`src/rtl/dispatch_ctrl_if.sv`:
```
// -----------------------------------------------------------------------------
// dispatch_ctrl_if
// Bundle of the decode-side and issue-side signals of the dispatch controller.
//   decode side : in_valid/in_ready handshake, in_uop payload, FU-class flags,
//                 in_rd / in_opcode (for physical-register qualification)
//   control     : flush, freelist_empty
//   issue side  : out_uop shared payload, alu/mem/br valid/ready handshakes,
//                 preg_alloc and illegal pulses, stall_cnt performance counter
// Modports:
//   slave  - the dispatch controller itself
//   master - the surrounding pipeline (decode, rename, issue queues)
// -----------------------------------------------------------------------------
interface dispatch_ctrl_if #(
  parameter int UOP_W = 35
);
  logic             in_valid;
  logic             in_ready;
  logic [UOP_W-1:0] in_uop;
  logic             in_fu_alu;
  logic             in_fu_mem;
  logic             in_fu_br;
  logic [4:0]       in_rd;
  logic [6:0]       in_opcode;
  logic             flush;
  logic             freelist_empty;
  logic [UOP_W-1:0] out_uop;
  logic             alu_valid;
  logic             alu_ready;
  logic             mem_valid;
  logic             mem_ready;
  logic             br_valid;
  logic             br_ready;
  logic             preg_alloc;
  logic             illegal;
  logic [15:0]      stall_cnt;

  modport slave (
    input  in_valid, in_uop, in_fu_alu, in_fu_mem, in_fu_br, in_rd, in_opcode,
    input  flush, freelist_empty,
    input  alu_ready, mem_ready, br_ready,
    output in_ready, out_uop, alu_valid, mem_valid, br_valid,
    output preg_alloc, illegal, stall_cnt
  );

  modport master (
    output in_valid, in_uop, in_fu_alu, in_fu_mem, in_fu_br, in_rd, in_opcode,
    output flush, freelist_empty,
    output alu_ready, mem_ready, br_ready,
    input  in_ready, out_uop, alu_valid, mem_valid, br_valid,
    input  preg_alloc, illegal, stall_cnt
  );
endinterface

```
`src/rtl/dispatch_ctrl.sv`:
```
// -----------------------------------------------------------------------------
// dispatch_ctrl
// Buffers decoded uops in a small in-order FIFO and routes the head uop to
// exactly one of the ALU, MEM or BR issue queues over valid/ready.
// Dispatch stalls when the selected queue is not ready or when the uop needs
// a physical register and the rename free list is empty. Uops without any
// FU-class flag are dropped with a one-cycle illegal pulse. Flush empties the
// buffer; a saturating counter records cycles in which a valid head stalls.
// Ports:
//   clk   - clock, rising edge
//   rst_n - asynchronous active-low reset
//   bus   - dispatch_ctrl_if.slave (decode, rename and issue-queue signals)
// -----------------------------------------------------------------------------
module dispatch_ctrl #(
  parameter int DEPTH = 2,
  parameter int UOP_W = 35
) (
  input logic            clk,
  input logic            rst_n,
  dispatch_ctrl_if.slave bus
);

  localparam int          AW         = (DEPTH > 1) ? $clog2(DEPTH) : 1;
  localparam logic [AW:0] DEPTH_C    = (AW+1)'(DEPTH);
  localparam logic [6:0]  OPC_STORE  = 7'b0100011;
  localparam logic [6:0]  OPC_BRANCH = 7'b1100011;

  // Stores and branches carry rs2/imm bits in the rd field, so they never
  // claim a physical register; neither does a write to x0.
  function automatic logic calc_needs_preg(input logic [4:0] rd,
                                           input logic [6:0] opcode);
    return (rd != 5'd0) && (opcode != OPC_STORE) && (opcode != OPC_BRANCH);
  endfunction

  function automatic logic [15:0] sat_inc16(input logic [15:0] value);
    return (value == 16'hFFFF) ? value : value + 16'd1;
  endfunction

  // Entry storage
  logic [UOP_W-1:0] uop_q [DEPTH];
  logic [DEPTH-1:0] fu_alu_q;
  logic [DEPTH-1:0] fu_mem_q;
  logic [DEPTH-1:0] fu_br_q;
  logic [DEPTH-1:0] needs_preg_q;

  // Control state
  logic [AW-1:0]    head;
  logic [AW-1:0]    tail;
  logic [AW:0]      count;
  logic [15:0]      stall_q;

  // Head decode and handshake terms
  logic head_vld;
  logic h_alu;
  logic h_mem;
  logic h_br;
  logic h_np;
  logic h_illegal;
  logic h_blocked;
  logic offer;
  logic alu_v;
  logic mem_v;
  logic br_v;
  logic fire;
  logic in_rdy;
  logic enq;
  logic deq;
  logic stall;

  always_comb begin
    head_vld  = (count != '0);
    h_alu     = fu_alu_q[head];
    h_mem     = fu_mem_q[head];
    h_br      = fu_br_q[head];
    h_np      = needs_preg_q[head];
    h_illegal = head_vld && !(h_alu || h_mem || h_br);
    h_blocked = h_np && bus.freelist_empty;

    // A legal, unblocked head is offered to exactly one queue. BR wins over
    // MEM, MEM over ALU, so loads/stores (ALU+MEM) land in the MEM queue.
    offer = head_vld && !bus.flush && !h_blocked && !h_illegal;
    br_v  = offer && h_br;
    mem_v = offer && !h_br && h_mem;
    alu_v = offer && !h_br && !h_mem && h_alu;

    fire  = (br_v && bus.br_ready) || (mem_v && bus.mem_ready) ||
            (alu_v && bus.alu_ready);

    // in_ready is a pure function of occupancy and flush: no path from the
    // issue-queue ready lines back to decode, so a full buffer refuses input
    // even in a cycle where the head leaves.
    in_rdy = (count < DEPTH_C) && !bus.flush;
    enq    = bus.in_valid && in_rdy;

    // Illegal heads leave without a handshake and regardless of the free list.
    deq    = !bus.flush && (fire || h_illegal);
    stall  = head_vld && !deq && !bus.flush;
  end

  assign bus.in_ready   = in_rdy;
  assign bus.alu_valid  = alu_v;
  assign bus.mem_valid  = mem_v;
  assign bus.br_valid   = br_v;
  assign bus.preg_alloc = fire && h_np;
  assign bus.illegal    = h_illegal && !bus.flush;
  assign bus.out_uop    = uop_q[head];
  assign bus.stall_cnt  = stall_q;

  // Register stage: FIFO pointers, occupancy, entry write and stall counter
  always_ff @(posedge clk or negedge rst_n) begin
    if (!rst_n) begin
      head         <= '0;
      tail         <= '0;
      count        <= '0;
      stall_q      <= '0;
      fu_alu_q     <= '0;
      fu_mem_q     <= '0;
      fu_br_q      <= '0;
      needs_preg_q <= '0;
      // Cleared so out_uop shows zero rather than X after reset.
      for (int i = 0; i < DEPTH; i++) begin
        uop_q[i] <= '0;
      end
    end else begin
      if (stall) begin
        stall_q <= sat_inc16(stall_q);
      end

      if (bus.flush) begin
        head  <= '0;
        tail  <= '0;
        count <= '0;
      end else begin
        if (enq) begin
          uop_q[tail]        <= bus.in_uop;
          fu_alu_q[tail]     <= bus.in_fu_alu;
          fu_mem_q[tail]     <= bus.in_fu_mem;
          fu_br_q[tail]      <= bus.in_fu_br;
          needs_preg_q[tail] <= calc_needs_preg(bus.in_rd, bus.in_opcode);
          tail               <= tail + AW'(1);
        end
        if (deq) begin
          head <= head + AW'(1);
        end
        case ({enq, deq})
          2'b10:   count <= count + (AW+1)'(1);
          2'b01:   count <= count - (AW+1)'(1);
          default: count <= count;
        endcase
      end
    end
  end

endmodule

```
`src/flat_wrapper.sv`:
```
// flat-port wrapper written by rule: the top's interface ports become plain ports
module dispatch_ctrl_flat 
#(
  parameter int DEPTH = 2,
  parameter int UOP_W = 35
)
  (clk, rst_n, bus_in_valid, bus_in_uop, bus_in_fu_alu, bus_in_fu_mem, bus_in_fu_br, bus_in_rd, bus_in_opcode, bus_flush, bus_freelist_empty, bus_alu_ready, bus_mem_ready, bus_br_ready, bus_in_ready, bus_out_uop, bus_alu_valid, bus_mem_valid, bus_br_valid, bus_preg_alloc, bus_illegal, bus_stall_cnt);
  dispatch_ctrl_if #(.UOP_W(UOP_W)) bus_i ();
  input logic clk;
  input logic rst_n;
  input wire logic [$bits(bus_i.in_valid)-1:0] bus_in_valid;
  input wire logic [$bits(bus_i.in_uop)-1:0] bus_in_uop;
  input wire logic [$bits(bus_i.in_fu_alu)-1:0] bus_in_fu_alu;
  input wire logic [$bits(bus_i.in_fu_mem)-1:0] bus_in_fu_mem;
  input wire logic [$bits(bus_i.in_fu_br)-1:0] bus_in_fu_br;
  input wire logic [$bits(bus_i.in_rd)-1:0] bus_in_rd;
  input wire logic [$bits(bus_i.in_opcode)-1:0] bus_in_opcode;
  input wire logic [$bits(bus_i.flush)-1:0] bus_flush;
  input wire logic [$bits(bus_i.freelist_empty)-1:0] bus_freelist_empty;
  input wire logic [$bits(bus_i.alu_ready)-1:0] bus_alu_ready;
  input wire logic [$bits(bus_i.mem_ready)-1:0] bus_mem_ready;
  input wire logic [$bits(bus_i.br_ready)-1:0] bus_br_ready;
  output wire logic [$bits(bus_i.in_ready)-1:0] bus_in_ready;
  output wire logic [$bits(bus_i.out_uop)-1:0] bus_out_uop;
  output wire logic [$bits(bus_i.alu_valid)-1:0] bus_alu_valid;
  output wire logic [$bits(bus_i.mem_valid)-1:0] bus_mem_valid;
  output wire logic [$bits(bus_i.br_valid)-1:0] bus_br_valid;
  output wire logic [$bits(bus_i.preg_alloc)-1:0] bus_preg_alloc;
  output wire logic [$bits(bus_i.illegal)-1:0] bus_illegal;
  output wire logic [$bits(bus_i.stall_cnt)-1:0] bus_stall_cnt;
  assign bus_i.in_valid = bus_in_valid;
  assign bus_i.in_uop = bus_in_uop;
  assign bus_i.in_fu_alu = bus_in_fu_alu;
  assign bus_i.in_fu_mem = bus_in_fu_mem;
  assign bus_i.in_fu_br = bus_in_fu_br;
  assign bus_i.in_rd = bus_in_rd;
  assign bus_i.in_opcode = bus_in_opcode;
  assign bus_i.flush = bus_flush;
  assign bus_i.freelist_empty = bus_freelist_empty;
  assign bus_i.alu_ready = bus_alu_ready;
  assign bus_i.mem_ready = bus_mem_ready;
  assign bus_i.br_ready = bus_br_ready;
  assign bus_in_ready = bus_i.in_ready;
  assign bus_out_uop = bus_i.out_uop;
  assign bus_alu_valid = bus_i.alu_valid;
  assign bus_mem_valid = bus_i.mem_valid;
  assign bus_br_valid = bus_i.br_valid;
  assign bus_preg_alloc = bus_i.preg_alloc;
  assign bus_illegal = bus_i.illegal;
  assign bus_stall_cnt = bus_i.stall_cnt;
  dispatch_ctrl #(.DEPTH(DEPTH), .UOP_W(UOP_W)) u_core (.clk(clk), .rst_n(rst_n), .bus(bus_i));
endmodule
```
`config.mk`:
```
export PLATFORM = sky130hd
export DESIGN_NAME = dispatch_ctrl_flat
export DESIGN_NICKNAME = d
export VERILOG_FILES = /design/src/rtl/dispatch_ctrl_if.sv /design/src/rtl/dispatch_ctrl.sv /design/src/flat_wrapper.sv
export SDC_FILE = /design/constraint.sdc
export NUM_CORES = 1
export LEC_CHECK = 0
export ABC_CLOCK_PERIOD_IN_PS = 2100
export CORE_ASPECT_RATIO = 0.75
export CORE_MARGIN = 5
export CORE_UTILIZATION = 49
export CTS_CLUSTER_SIZE = 30
export DETAILED_ROUTE_END_ITERATION = 8
export GPL_TIMING_DRIVEN = 0
export PLACE_DENSITY = 0.8
export SYNTH_ARGS = -nofsm -noshare
export SYNTH_HDL_FRONTEND = slang
export SYNTH_SLANG_ARGS = --single-unit
```
`constraint.sdc`:
```
create_clock -name clk -period 2.1 [get_ports clk]
set_input_delay 0.21 -clock clk [delete_from_list [all_inputs] [get_ports clk]]
set_output_delay 0.21 -clock clk [all_outputs]
set_load 0.01 [all_outputs]
```
---- Yosys cells after proc, flatten, opt, wreduce, memory -nomap -nowiden ----
Index checks and enable logic that the tools add are counted.
word-level totals
  flip-flop bits (word level) ............. 98
  input bits .............................. 58
  word-level logic and storage cells ...... 100
operators by class
  add/subtract/negate cells ............... 5
  $lt $le $gt $ge ......................... 7
  equal/unequal tests ..................... 5
  multiplexer cells ....................... 26
  bitwise logic cells ..................... 4
  reduce and logical (&&, ||, !) cells .... 43
operators by type and width
  kind                                                         count
  2-to-1 mux 35 bit                                            4
  bitwise mux 70 bit                                           1
  demux 35 bit (select 1 bit)                                  1
  logical AND 1 bit                                            24
  adder 16 x 1 -> 16 bit (second input constant)               1
  == test 16 bit (second input constant)                       1
  2-to-1 mux 1 bit                                             13
  bitwise mux 2 bit                                            4
  logical NOT 1 bit                                            7
  inequality test 7 x 6 -> 1 bit (second input constant)       1
  inequality test 7 bit (second input constant)                1
  nonzero test 2 bit                                           3
  logical OR 1 bit                                             5
  nonzero test 5 bit                                           1
  greater-or-equal comparator 2 bit (second input constant)    2
  less-than comparator 1 x 2 -> 1 bit (second input constant)  2
  NOT 1 -> 2 bit                                               2
  one-hot mux 2 bit (2 select lines)                           1
  AND reduction 2 bit                                          2
  nonzero test 3 bit                                           1
  adder 1 bit (second input constant)                          2
  adder 2 x 1 -> 2 bit (second input constant)                 1
  == test 2 x 1 -> 1 bit (second input constant)               1
  == test 2 bit (second input constant)                        1
  other kinds (7)                                              8

---- Depth between registers and ports, before layout ----
Gate-level depths: netlist of run 1.
  depth in word-level cells ............... 19
  depth in mapped cells ................... 7

---- Worst setup path after synthesis of run 1 ----
OpenSTA, ideal clock, no wires.
  kind .................................... reg2reg
  start ................................... register u_core.stall_q[0] (netlist: u_core.bus.stall_cnt[0])
  end ..................................... register u_core.stall_q[1] (netlist: u_core.bus.stall_cnt[1])
  setup time .............................. 128 ps
  arrival ................................. 1642 ps
  path slack .............................. 331 ps
  stages on the path, launching flop included .. 7
  path buffers ............................ 0
  clock period less this slack ............ 1769 ps
  cell sequence ........................... dfrtp_1 ha_1 nand4_1 nor4_2 nor3b_4 nand2_2 mux2_1
between the ends
  cells in the longest elaborated chain, start to end .. 3
  elaborated cells on any way between the ends .. 4
  those cells by class .................... 1 x add/sub; 1 x eq/ne; 1 x bitwise; 1 x reduce/logical
ends and longest elaborated chain
  what                                                            line                  RTL
  start, declared                                                 dispatch_ctrl.sv:50   logic [15:0] stall_q;
  start signal, assigned                                          dispatch_ctrl.sv:126  stall_q <= sat_inc16(stall_q);
  branches (longest 3 deep; another with adder 16 x 1 -> 16 bit)  -
Parallel ways; which one is timed is not known.
A chain may end at the register's enable or synchronous reset.

---- Final worst setup path of run 1 ----
  start ................................... register u_core.head
  end ..................................... output port bus_preg_alloc
between the ends
  cells in the longest elaborated chain, start to end .. 14
  elaborated cells on any way between the ends .. 30
  those cells by class .................... 8 x mux; 22 x reduce/logical
ends and longest elaborated chain
  what                                                          line                                      RTL
  start, declared                                               dispatch_ctrl.sv:47                       logic [AW-1:0] head;
  start signal, assigned                                        dispatch_ctrl.sv:143                      head <= head + AW'(1);
  2-to-1 mux 1 bit, on equally long branches (2 in series)      dispatch_ctrl.sv:72, dispatch_ctrl.sv:73
  logical OR 1 bit (2 in series)                                dispatch_ctrl.sv:76                       h_illegal = head_vld && !(h_alu || h_mem || h_br);
  logical NOT 1 bit                                             dispatch_ctrl.sv:76
  logical AND 1 bit                                             dispatch_ctrl.sv:76
  logical NOT 1 bit                                             dispatch_ctrl.sv:81                       offer = head_vld && !bus.flush && !h_blocked && !h_illegal;
  logical AND 1 bit                                             dispatch_ctrl.sv:81
  logical AND 1 bit                                             dispatch_ctrl.sv:83, dispatch_ctrl.sv:84
  logical AND 1 bit, on equally long branches                   dispatch_ctrl.sv:83, dispatch_ctrl.sv:84
  logical AND 1 bit, on equally long branches                   dispatch_ctrl.sv:86, dispatch_ctrl.sv:84
  logical OR 1 bit / logical AND 1 bit (equally long branches)  dispatch_ctrl.sv:86, dispatch_ctrl.sv:87
  logical OR 1 bit                                              dispatch_ctrl.sv:86                       fire = (br_v && bus.br_ready) || (mem_v && bus.mem_ready) ||
  logical AND 1 bit *                                           dispatch_ctrl.sv:104                      assign bus.preg_alloc = fire && h_np;
  end, declared                                                 flat_wrapper.sv:28                        output wire logic [$bits(bus_i.preg_alloc)-1:0] bus_preg_alloc;
Every way passes the cells marked *; elsewhere a longest branch is shown, timed or not. The select of a mux whose other input is x is not followed.

==> flow_metrics.tcl, run 1 <==
set metrics [dict create \
    grt_pass1_vias 3685 \
    grt_max_degree 69 \
    dominantRegCellSynth "dfrtp_1" \
    timing.setup.critical_path_class "flip-flop to primary output" \
    synth_most_common_cell "nand2_1" \
    min-delay-path-class "input port to async pin" \
    track_usage_pct 20.7 \
    initial_antenna_violation_count 0 \
    synth_xor_xnor_area_share_pct 3.07 \
    tightest_slew_ps 594 \
    synth_cell_area_um2 4570 \
    hold_viol 0 \
    power_density_nw_per_um2 1300 \
    synth-edff-count 0 \
    vdd_drop_max_mv 0.851 \
    worst-endpoint-required_ps 1890 \
    post_synth_and_or_nand_nor_area_fraction_pct 18.6 \
    htreeDepth 3 \
    drv.max_cap_violation_count 0 \
    detail_route.wirelength_um 11500 \
    finalNetCount 605 \
    cp_bufs_invs 2 \
    synth_adder_area_share_pct 0.274 \
    syn_avg_cell_area_um2 11.0 \
    root_buffer "clkbuf_16" \
    synth_top_cells_by_area "dfrtp_1 54%, mux2_2 18%, nand2_1 9.9%" \
    critical_path.startpoint_type "flip-flop" \
    number_of_diodes 0 \
    grt-ovfl-total 0 \
    die_area_um2 11400 \
    routed-via-count 3600 \
    syn2layout_area_growth_pct 39.1 \
    tritoncts_clock_tree "yes" \
    clkSlewWorstSetupHoldPaths_ps 60 \
    placement.cell_area_um2 5880 \
    drc 0 \
    final_period_minus_worst_setup_slack_ps 2130 \
    design.portCount 115 \
    critPathMaxFanout 10 \
    die_x_um 121 \
    crit_chain "mux2_4 -> a21o_1 -> a21o_4 -> buf_6 -> nor2b_4 -> buf_6" \
    grt_first_pass_wirelength_um 18500 \
    hold-worst-slack_ps 360 \
    finalWeightedCongestion 0.774 \
    synth.ff_latch_count 98 \
    main_combinational_cell_family_by_area_after_synthesis "multiplexers" \
    coreArea_um2 9080 \
    critical-path-top-cell-by-count "buf_6" \
    rsz0062_at_grt "yes" \
    postSynth.asyncResetShare_pct 100 \
    final_design_area_no_fill_um2 6350 \
    power_w 0.00825 \
    synth.area.mux_share_pct 18.9 \
    clock_sink_count 98 \
    synth.yosys.warnings 0 \
    dp_hpwl_um 8150 \
    cts_buffer_depth 2 \
    worst_slew_margin_rel_pct 60.1 \
    path_delay_family "flip-flops" \
    synthesis.instances 415 \
    timing.critical_path.to_type "primary output" \
    largest_incremental_delay_on_the_critical_path_ps 430 \
    finalSetupViolations 1 \
    status "finished, violations left" \
    detail_route.wl_per_cell_um 17.0 \
    ant_nets 0 \
    violations "negative setup slack" \
    cpMaxStageDelayCell "dfrtp_1" \
    final.setup.worst_slack_ps -26.0 \
    synth_top_area_share_pct 53.7 \
    postSynthNetCount 474 \
    synth_compound_gate_area_share_pct 2.82 \
    drt-initial-drc-count 182 \
    synth_commonest_cells "121 x nand2_1, 98 x dfrtp_1, 73 x mux2_2" \
    die_height_um 93.6 \
    crit_arrival_ps 1920 \
    synth.lib_cells_used.distinct 41 \
    synth_sequential_area_ratio_pct 53.7 \
    highest_clock_rate_mhz 470 \
    skew_pair_late_insertion_delay_ps 340 \
    finClkSkew_ps 5.95 \
    num_rows 30 \
    total_leakage_power_nw 2.89 \
    period_share_pct 101 \
    cts-buffers-inserted 9 \
    detail_route.vias_per_cell 5.30 \
    initial_utilization_pct 50.3 \
    synthDominantAreaCellType "dfrtp_1" \
    drt_first_pass_iters 5 \
    drive_gt1_share_pct 22.9 \
    placement.io_buffers 113 \
    drv_slew 0 \
]
-- cell families after synthesis --
logic type / count (synthesis)
and+or+nand+nor: 182
DFF: 98
muxes: 77
buffers and inverters: 24
AOI/OAI and AO/OA: 17
xor gates and xnor gates: 16
adders and majority gates: 1
-- metal layers --
layer,up-vias,GRT usage [%],wire length [um]
met5,-,0,0
met4,0,3.73,81
met3,8,6.83,792
met2,121,33.5,5510
met1,1796,27.7,5150
li1,1675,-,-
-- sequential cells by signal, indices dropped and copies added (netlist names) --
register,cells
u_core.bus.stall_cnt,16
u_core.count,2
u_core.fu_alu_q,2
u_core.fu_br_q,2
u_core.fu_mem_q,2
u_core.head,1
u_core.needs_preg_q,2
u_core.tail,1
u_core.uop_q,70
-- cell type report --
type	count	area [um2]
Sequential cell	98	2450
Buffer	20	183
Fill cell	720	2730
Clock buffer	13	270
Tap cell	128	160
Multi-Input combinational cell	293	2040
Clock inverter	3	46.3
Timing Repair Buffer	120	1180
Inverter	4	15.0
-- per-stage QoR --
step	setup TNS [ps]	setup WS, ps	cells	utilization (%)
floorplan	0	331	415	-
global route	-152	-85.7	679	69.9
CTS	-92.4	-92.4	675	69.1
detailed placement	-1790	-578	657	64.8
global placement	-270500	-2750	656	64.5
finish	-26.0	-26.0	679	69.9
-- power breakdown --
part / switching (W) / internal (W)
Combinational: 0.00145 / 0.00189
Clock: 0.000677 / 0.00102
Sequential: 0.000545 / 0.00267
Total: 0.00267 / 0.00558
-- layout by cell type (no fill, tap or decap), types with 7 or more instances in the layout --
master,n
nand2_1,121
nand3_1,12
nor2_1,14
clkdlybuf4s50_1,72
dlygate4sd2_1,27
dfrtp_1,97
clkbuf_16,12
nand4_1,10
xnor2_1,15
and3_1,8
buf_6,7
mux2_2,72
-- final timing paths --
path,cells after the start,slack (ps),to,start
worst min register to register,2,470,u_core.uop_q[13],u_core.uop_q[13]
worst max-delay path,6,-30,bus_preg_alloc,u_core.head
worst min-delay path,2,360,u_core.uop_q[29],rst_n
min in group clk,3,420,u_core.uop_q[18],bus_in_uop[18]
max in group asynchronous,3,1090,u_core.uop_q[47],rst_n
worst max register to register,6,170,u_core.bus.stall_cnt[1],u_core.bus.stall_cnt[0]
-- worst register-to-register path: cells and delay by family, from the launching register on --
| family | cells | cell delay (ps) |
|---|---|---|
| AND/OR/NAND/NOR | 4 | 850 |
| multiplexers | 1 | 320 |
| adder cells (fa/ha/maj) | 1 | 220 |
| flip-flops | 1 | 420 |
-- what timing repair did --
item | 4_1_cts | 5_1_grt
hold buffers | 1 | 0
pin swaps | 1 | 3
setup endpoints to repair | 40 | 22
gates cloned | 0 | 2
gates resized for setup | 59 | 24
hold endpoints to repair | 30 | 0
buffers inserted | 1 | 2
(Power assumes the default switching activity.)
==> run 2, diff against run 1 <==
--- a/config.mk
+++ b/config.mk
@@ -5,14 +5,14 @@
 export SDC_FILE = /design/constraint.sdc
 export NUM_CORES = 1
 export LEC_CHECK = 0
-export ABC_CLOCK_PERIOD_IN_PS = 2100
+export ABC_CLOCK_PERIOD_IN_PS = 2480
 export CORE_ASPECT_RATIO = 0.75
 export CORE_MARGIN = 5
-export CORE_UTILIZATION = 49
+export CORE_UTILIZATION = 53
 export CTS_CLUSTER_SIZE = 30
 export DETAILED_ROUTE_END_ITERATION = 8
 export GPL_TIMING_DRIVEN = 0
-export PLACE_DENSITY = 0.8
+export PLACE_DENSITY = 0.85
 export SYNTH_ARGS = -nofsm -noshare
 export SYNTH_HDL_FRONTEND = slang
 export SYNTH_SLANG_ARGS = --single-unit
==> constraint.sdc (replaced) <==
create_clock -name clk -period 2.48 [get_ports clk]
set_input_delay 0.248 -clock clk [delete_from_list [all_inputs] [get_ports clk]]
set_output_delay 0.248 -clock clk [all_outputs]
set_load 0.01 [all_outputs]
==> run 2 against run 1 <==
  * The run now ends clean
  * Sequential power down 16%
  * Global-route usage increased by 0.81 points
  * Combinational power decreased by 13%
  * Cell count fell by 3.8%
==> flow_metrics.tcl, run 2 (synthesis gave the netlist of run 1 again) <==
set metrics [dict create \
    vdd_drop_max_mv 0.876 \
    timing.setup.critical_path_class "flip-flop to primary output" \
    cts-buffers-inserted 9 \
    htreeDepth 3 \
    worst-endpoint-required_ps 2230 \
    finClkSkew_ps 6.11 \
    hold_viol 0 \
    clkSlewWorstSetupHoldPaths_ps 70 \
    power_w 0.00707 \
    fill_cells 613 \
    crit_arrival_ps 2150 \
    drive_gt1_share_pct 21.3 \
    grt-ovfl-total 0 \
    finalWeightedCongestion 0.848 \
    tightest_slew_ps 597 \
    routed-via-count 3511 \
    ant_nets 0 \
    worst-path-stages 6 \
    layout.cells.most_common "nand2_1" \
    register_area_um2 2450 \
    initial_utilization_pct 54.3 \
    final_core_utilization_pct 73.6 \
    detail_route.vias_per_cell 5.38 \
    min-delay-path-class "input port to async pin" \
    skew_pair_late_insertion_delay_ps 350 \
    path_delay_family "compound AO/OA/AOI/OAI gates" \
    coreArea_um2 8420 \
    drv.max_cap_violation_count 0 \
    critical_path.startpoint_type "flip-flop" \
    initial_antenna_violation_count 0 \
    drc 0 \
    die_area_um2 10600 \
    grt_pass1_vias 3645 \
    finalSetupViolations 0 \
    worstSetupStartpoint "u_core.head" \
    multi_input_area_um2 2010 \
    drt_first_pass_iters 4 \
    power_density_nw_per_um2 1140 \
    final_period_minus_worst_setup_slack_ps 2400 \
    endpoint "bus_preg_alloc" \
    grt_max_degree 75 \
    top_register "u_core.uop_q" \
    die_height_um 90.4 \
    largest_incremental_delay_on_the_critical_path_ps 380 \
    design.portCount 115 \
    cts_buffer_depth 2 \
    cpMaxStageDelayCell "dfrtp_1" \
    tritoncts_clock_tree "yes" \
    total_leakage_power_nw 2.74 \
    cp_bufs_invs 2 \
    finalNetCount 600 \
    track_usage_pct 21.5 \
    critPathMaxFanout 10 \
    worst_slew_margin_rel_pct 59.9 \
    clock_sink_count 98 \
    grt_first_pass_wirelength_um 17800 \
    rsz0062_at_grt "no" \
    detail_route.wl_per_cell_um 17.2 \
    worst_r2r_path_depth 6 \
    syn2layout_area_growth_pct 35.7 \
    reg2reg_to "u_core.bus.stall_cnt[11]" \
    placement.io_buffers 113 \
    most-common-layout-cells "121 x nand2_1, 110 x clkdlybuf4s50_1, 98 x dfrtp_1" \
    crit_chain "mux2_2 -> a21o_1 -> a21o_2 -> buf_2 -> nor2b_2 -> clkdlybuf4s15_1" \
    status "completed" \
    root_buffer "clkbuf_16" \
    num_rows 29 \
    timing.critical_path.to_type "primary output" \
    highest_clock_rate_mhz 418 \
    drt-initial-drc-count 250 \
    period_share_pct 96.6 \
    number_of_diodes 0 \
    largest_register_ff_count 70 \
    die_x_um 117 \
    regToRegSetupSlack_ps 530 \
    crit-reg2reg-launch "u_core.bus.stall_cnt[0]" \
    dp_hpwl_um 7970 \
    drv_slew 0 \
    detail_route.wirelength_um 11200 \
]
==> run 2: changes by cell type in the layout (fill, tap and decap cells not counted), sizes merged, moves of 2 or more <==
cell and delta:
clkdlybuf4s50 +38, clkdlybuf4s15 -3, dlygate4sd2 -27, dlymetal6s2s -4, clkinv +2, buf -5, clkbuf -8
==> run 2: worst register-to-register path, cell delays in order (launching register included) <==
cell	delay, ps
dfrtp_1	430
ha_1	260
nand4_1	170
nor4_2	90
nor4_2	520
nand4_1	190
xnor2_1	170
==> run 2: worst min-delay path by stage <==
stage | start | end | slack (ps)
after detailed placement | rst_n | u_core.uop_q[38] | 180
after global placement | u_core.uop_q[1] | u_core.uop_q[1] | 450
final | rst_n | u_core.uop_q[4] | 350
after global routing | rst_n | u_core.uop_q[4] | 390
after CTS | rst_n | u_core.uop_q[4] | 350
after floorplan | rst_n | u_core.bus.stall_cnt[0] | -50
==> run 2: cell type report <==
cell class | instances | area share (%)
Tap cell | 108 | 2.18
Multi-Input combinational cell | 293 | 32.5
Inverter | 4 | 0.242
Sequential cell | 98 | 39.6
Clock buffer | 9 | 3.63
Buffer | 20 | 1.74
Clock inverter | 6 | 1.33
Timing Repair Buffer | 115 | 18.9
==> run 2: through the flow <==
step	setup slack (ps)	instances	TNS (ps)	hold WS (ps)	cell area, um2
3_3_place_gp	-2330	636	-228230	451	5830
6_report	84.9	653	0	345	6200
5_1_grt	12.1	653	0	386	6200
4_1_cts	6.56	653	0	355	6190
3_5_place_dp	-203	637	-203	179	5860
2_1_floorplan	711	415	0	-47.6	4570
==> run 2: what timing repair did <==
| action | CTS | global route |
|---|---|---|
| endpoints found under the hold margin | 24 | 0 |
| hold buffers | 1 | 0 |
| setup buffers | 0 | 0 |
| setup endpoints to repair | 38 | 3 |
| resized for setup | 6 | 5 |
==> run 2: routing by layer <==
layer	wire, um	GRT usage [%]
met5	0	0
met4	161	6.02
met3	1020	6.97
met2	5250	33.9
met1	4790	28.5
==> run 2: power breakdown <==
part,leakage (nW),switching (W),internal [W]
logic,1.38,0.00120,0.00170
clock network,0.151,0.000597,0.000872
registers,1.21,0.000451,0.00225
total,2.74,0.00225,0.00482
==> run 3, diff against run 2 <==
--- a/config.mk
+++ b/config.mk
@@ -12,7 +12,7 @@
 export CTS_CLUSTER_SIZE = 30
 export DETAILED_ROUTE_END_ITERATION = 8
 export GPL_TIMING_DRIVEN = 0
-export PLACE_DENSITY = 0.85
+export PLACE_DENSITY_LB_ADDON = 0.1
 export SYNTH_ARGS = -nofsm -noshare
 export SYNTH_HDL_FRONTEND = slang
 export SYNTH_SLANG_ARGS = --single-unit
==> run 3 against run 2 <==
  * Fmax down 1.4%
  * Clock skew rose by 1.3 ps
  * Clock-buffer cell count rose by 4
  * Clock power decreased by 9.5%
  * Critical path depth up 1
==> flow_metrics.tcl, run 3 (synthesis gave the netlist of run 1 again) <==
set metrics [dict create \
    status "completed" \
    routed-via-count 3456 \
    timing.setup.critical_path_class "input port to primary output" \
    drt-initial-drc-count 148 \
    cts_buffer_depth 2 \
    clock_sink_count 98 \
    placement.io_buffers 113 \
    grt_pass1_vias 3606 \
    vdd_drop_max_mv 0.665 \
    grt-ovfl-total 0 \
    crit_arrival_ps 2180 \
    path_delay_family "buffers and inverters" \
    track_usage_pct 20.6 \
    worst_slew_margin_rel_pct 62.5 \
    hold-worst-slack_ps 406 \
    finalNetCount 600 \
    rsz0062_at_grt "no" \
    drv.max_cap_violation_count 0 \
    top_register "u_core.uop_q" \
    die_x_um 117 \
    power_density_nw_per_um2 1120 \
    period_share_pct 97.9 \
    coreArea_um2 8420 \
    ant_nets 0 \
    critical_path.startpoint_type "input port" \
    number_of_diodes 0 \
    syn2layout_area_growth_pct 35.3 \
    initial_utilization_pct 54.3 \
    design.portCount 115 \
    crit_chain "clkdlybuf4s50_1 -> o21bai_2 -> a21o_1 -> a21o_2 -> buf_2 -> nor2b_1 -> clkdlybuf4s15_1" \
    die_height_um 90.4 \
    placed_cells 637 \
    highest_clock_rate_mhz 412 \
    cp_bufs_invs 3 \
    detail_route.wl_per_cell_um 16.4 \
    min-delay-path-class "input port to async pin" \
    fin_cells 654 \
    skew_pair_late_insertion_delay_ps 340 \
    finClkSkew_ps 7.39 \
    total_leakage_power_nw 2.71 \
    dp_hpwl_um 7780 \
    initial_antenna_violation_count 0 \
    drive_gt1_share_pct 21.1 \
    worst-endpoint-required_ps 2230 \
    register_area_um2 2450 \
    htreeDepth 3 \
    most-common-layout-cells "121 x nand2_1, 111 x clkdlybuf4s50_1, 98 x dfrtp_1" \
    finalWeightedCongestion 0.792 \
    largest_incremental_delay_on_the_critical_path_ps 520 \
    final_period_minus_worst_setup_slack_ps 2430 \
    detail_route.wirelength_um 10700 \
    drv_slew 0 \
    drt_first_pass_iters 4 \
    tightest_slew_ps 558 \
    critPathMaxFanout 10 \
    num_rows 29 \
    worstSetupStartpoint "bus_flush" \
    finalSetupViolations 0 \
    largest_register_ff_count 70 \
    tritoncts_clock_tree "yes" \
    hold_viol 0 \
    root_buffer "clkbuf_16" \
    cpMaxStageDelayCell "clkdlybuf4s50_1" \
    multi_input_area_um2 2010 \
    detail_route.vias_per_cell 5.28 \
    regToRegSetupSlack_ps 540 \
    layout.cells.most_common "nand2_1" \
    timing.critical_path.to_type "primary output" \
    grt_first_pass_wirelength_um 17500 \
    clkSlewWorstSetupHoldPaths_ps 60 \
    crit-reg2reg-launch "u_core.bus.stall_cnt[0]" \
    die_area_um2 10600 \
    cts-buffers-inserted 9 \
    fill_cells 603 \
    grt_max_degree 66 \
    cts_post_setup_buffers_inserted 0 \
    drc 0 \
]
[run 3: cell type report]
type | count | area share [%]
Clock inverter | 3 | 0.365
Timing Repair Buffer | 115 | 18.9
Clock buffer | 13 | 4.37
Inverter | 4 | 0.243
Tap cell | 108 | 2.19
Multi-Input combinational cell | 293 | 32.5
Buffer | 20 | 1.74
Sequential cell | 98 | 39.7
[run 3: final timing paths]
check	end	depth (start not counted)
worst max-delay path	bus_preg_alloc	7
worst min-delay path	u_core.uop_q[38]	2
worst max register to register	u_core.bus.stall_cnt[1]	6
worst min register to register	u_core.uop_q[14]	2
max in group asynchronous	u_core.uop_q[10]	3
min in group clk	u_core.uop_q[11]	3
[run 3: metrics by stage]
| step | worst slack (ps) | utilization [%] | setup TNS (ps) | instance area (um2) | total power (W) |
|---|---|---|---|---|---|
| detailed placement | -213 | 69.6 | -213 | 5860 | 0.00557 |
| floorplan | 711 | - | 0 | 4570 | 0.00423 |
| finish | 51.7 | 73.4 | 0 | 6180 | 0.00689 |
| CTS | 42.4 | 73.2 | 0 | 6160 | 0.00694 |
| global route | 0.511 | 73.4 | 0 | 6180 | 0.00730 |
| global placement | -2450 | 69.3 | -239620 | 5830 | 0.00547 |
[run 3: power breakdown]
group          switching, W  total (W)  internal, W  leakage (nW)
sequential         0.000436    0.00269      0.00225          1.21
combinational       0.00118    0.00287      0.00170          1.36
clock              0.000567    0.00133     0.000762         0.134
[run 3: metal layers]
metal | GRT usage [%] | part of all wire (%) | vias up | wire length [um]
li1 | - | - | 1663 | -
met1 | 29.0 | 45 | 1672 | 4840
met2 | 31.8 | 47 | 109 | 4990
met3 | 5.69 | 7.1 | 12 | 758
met4 | 4.87 | 1.1 | 0 | 114
met5 | 0 | 0 | - | 0
[run 3: what timing repair did]
action / in CTS / in global routing
endpoints found under the setup margin: 33 / 3
resized for setup: 5 / 4
endpoints found under the hold margin: 33 / 0
hold buffers: 1 / 0
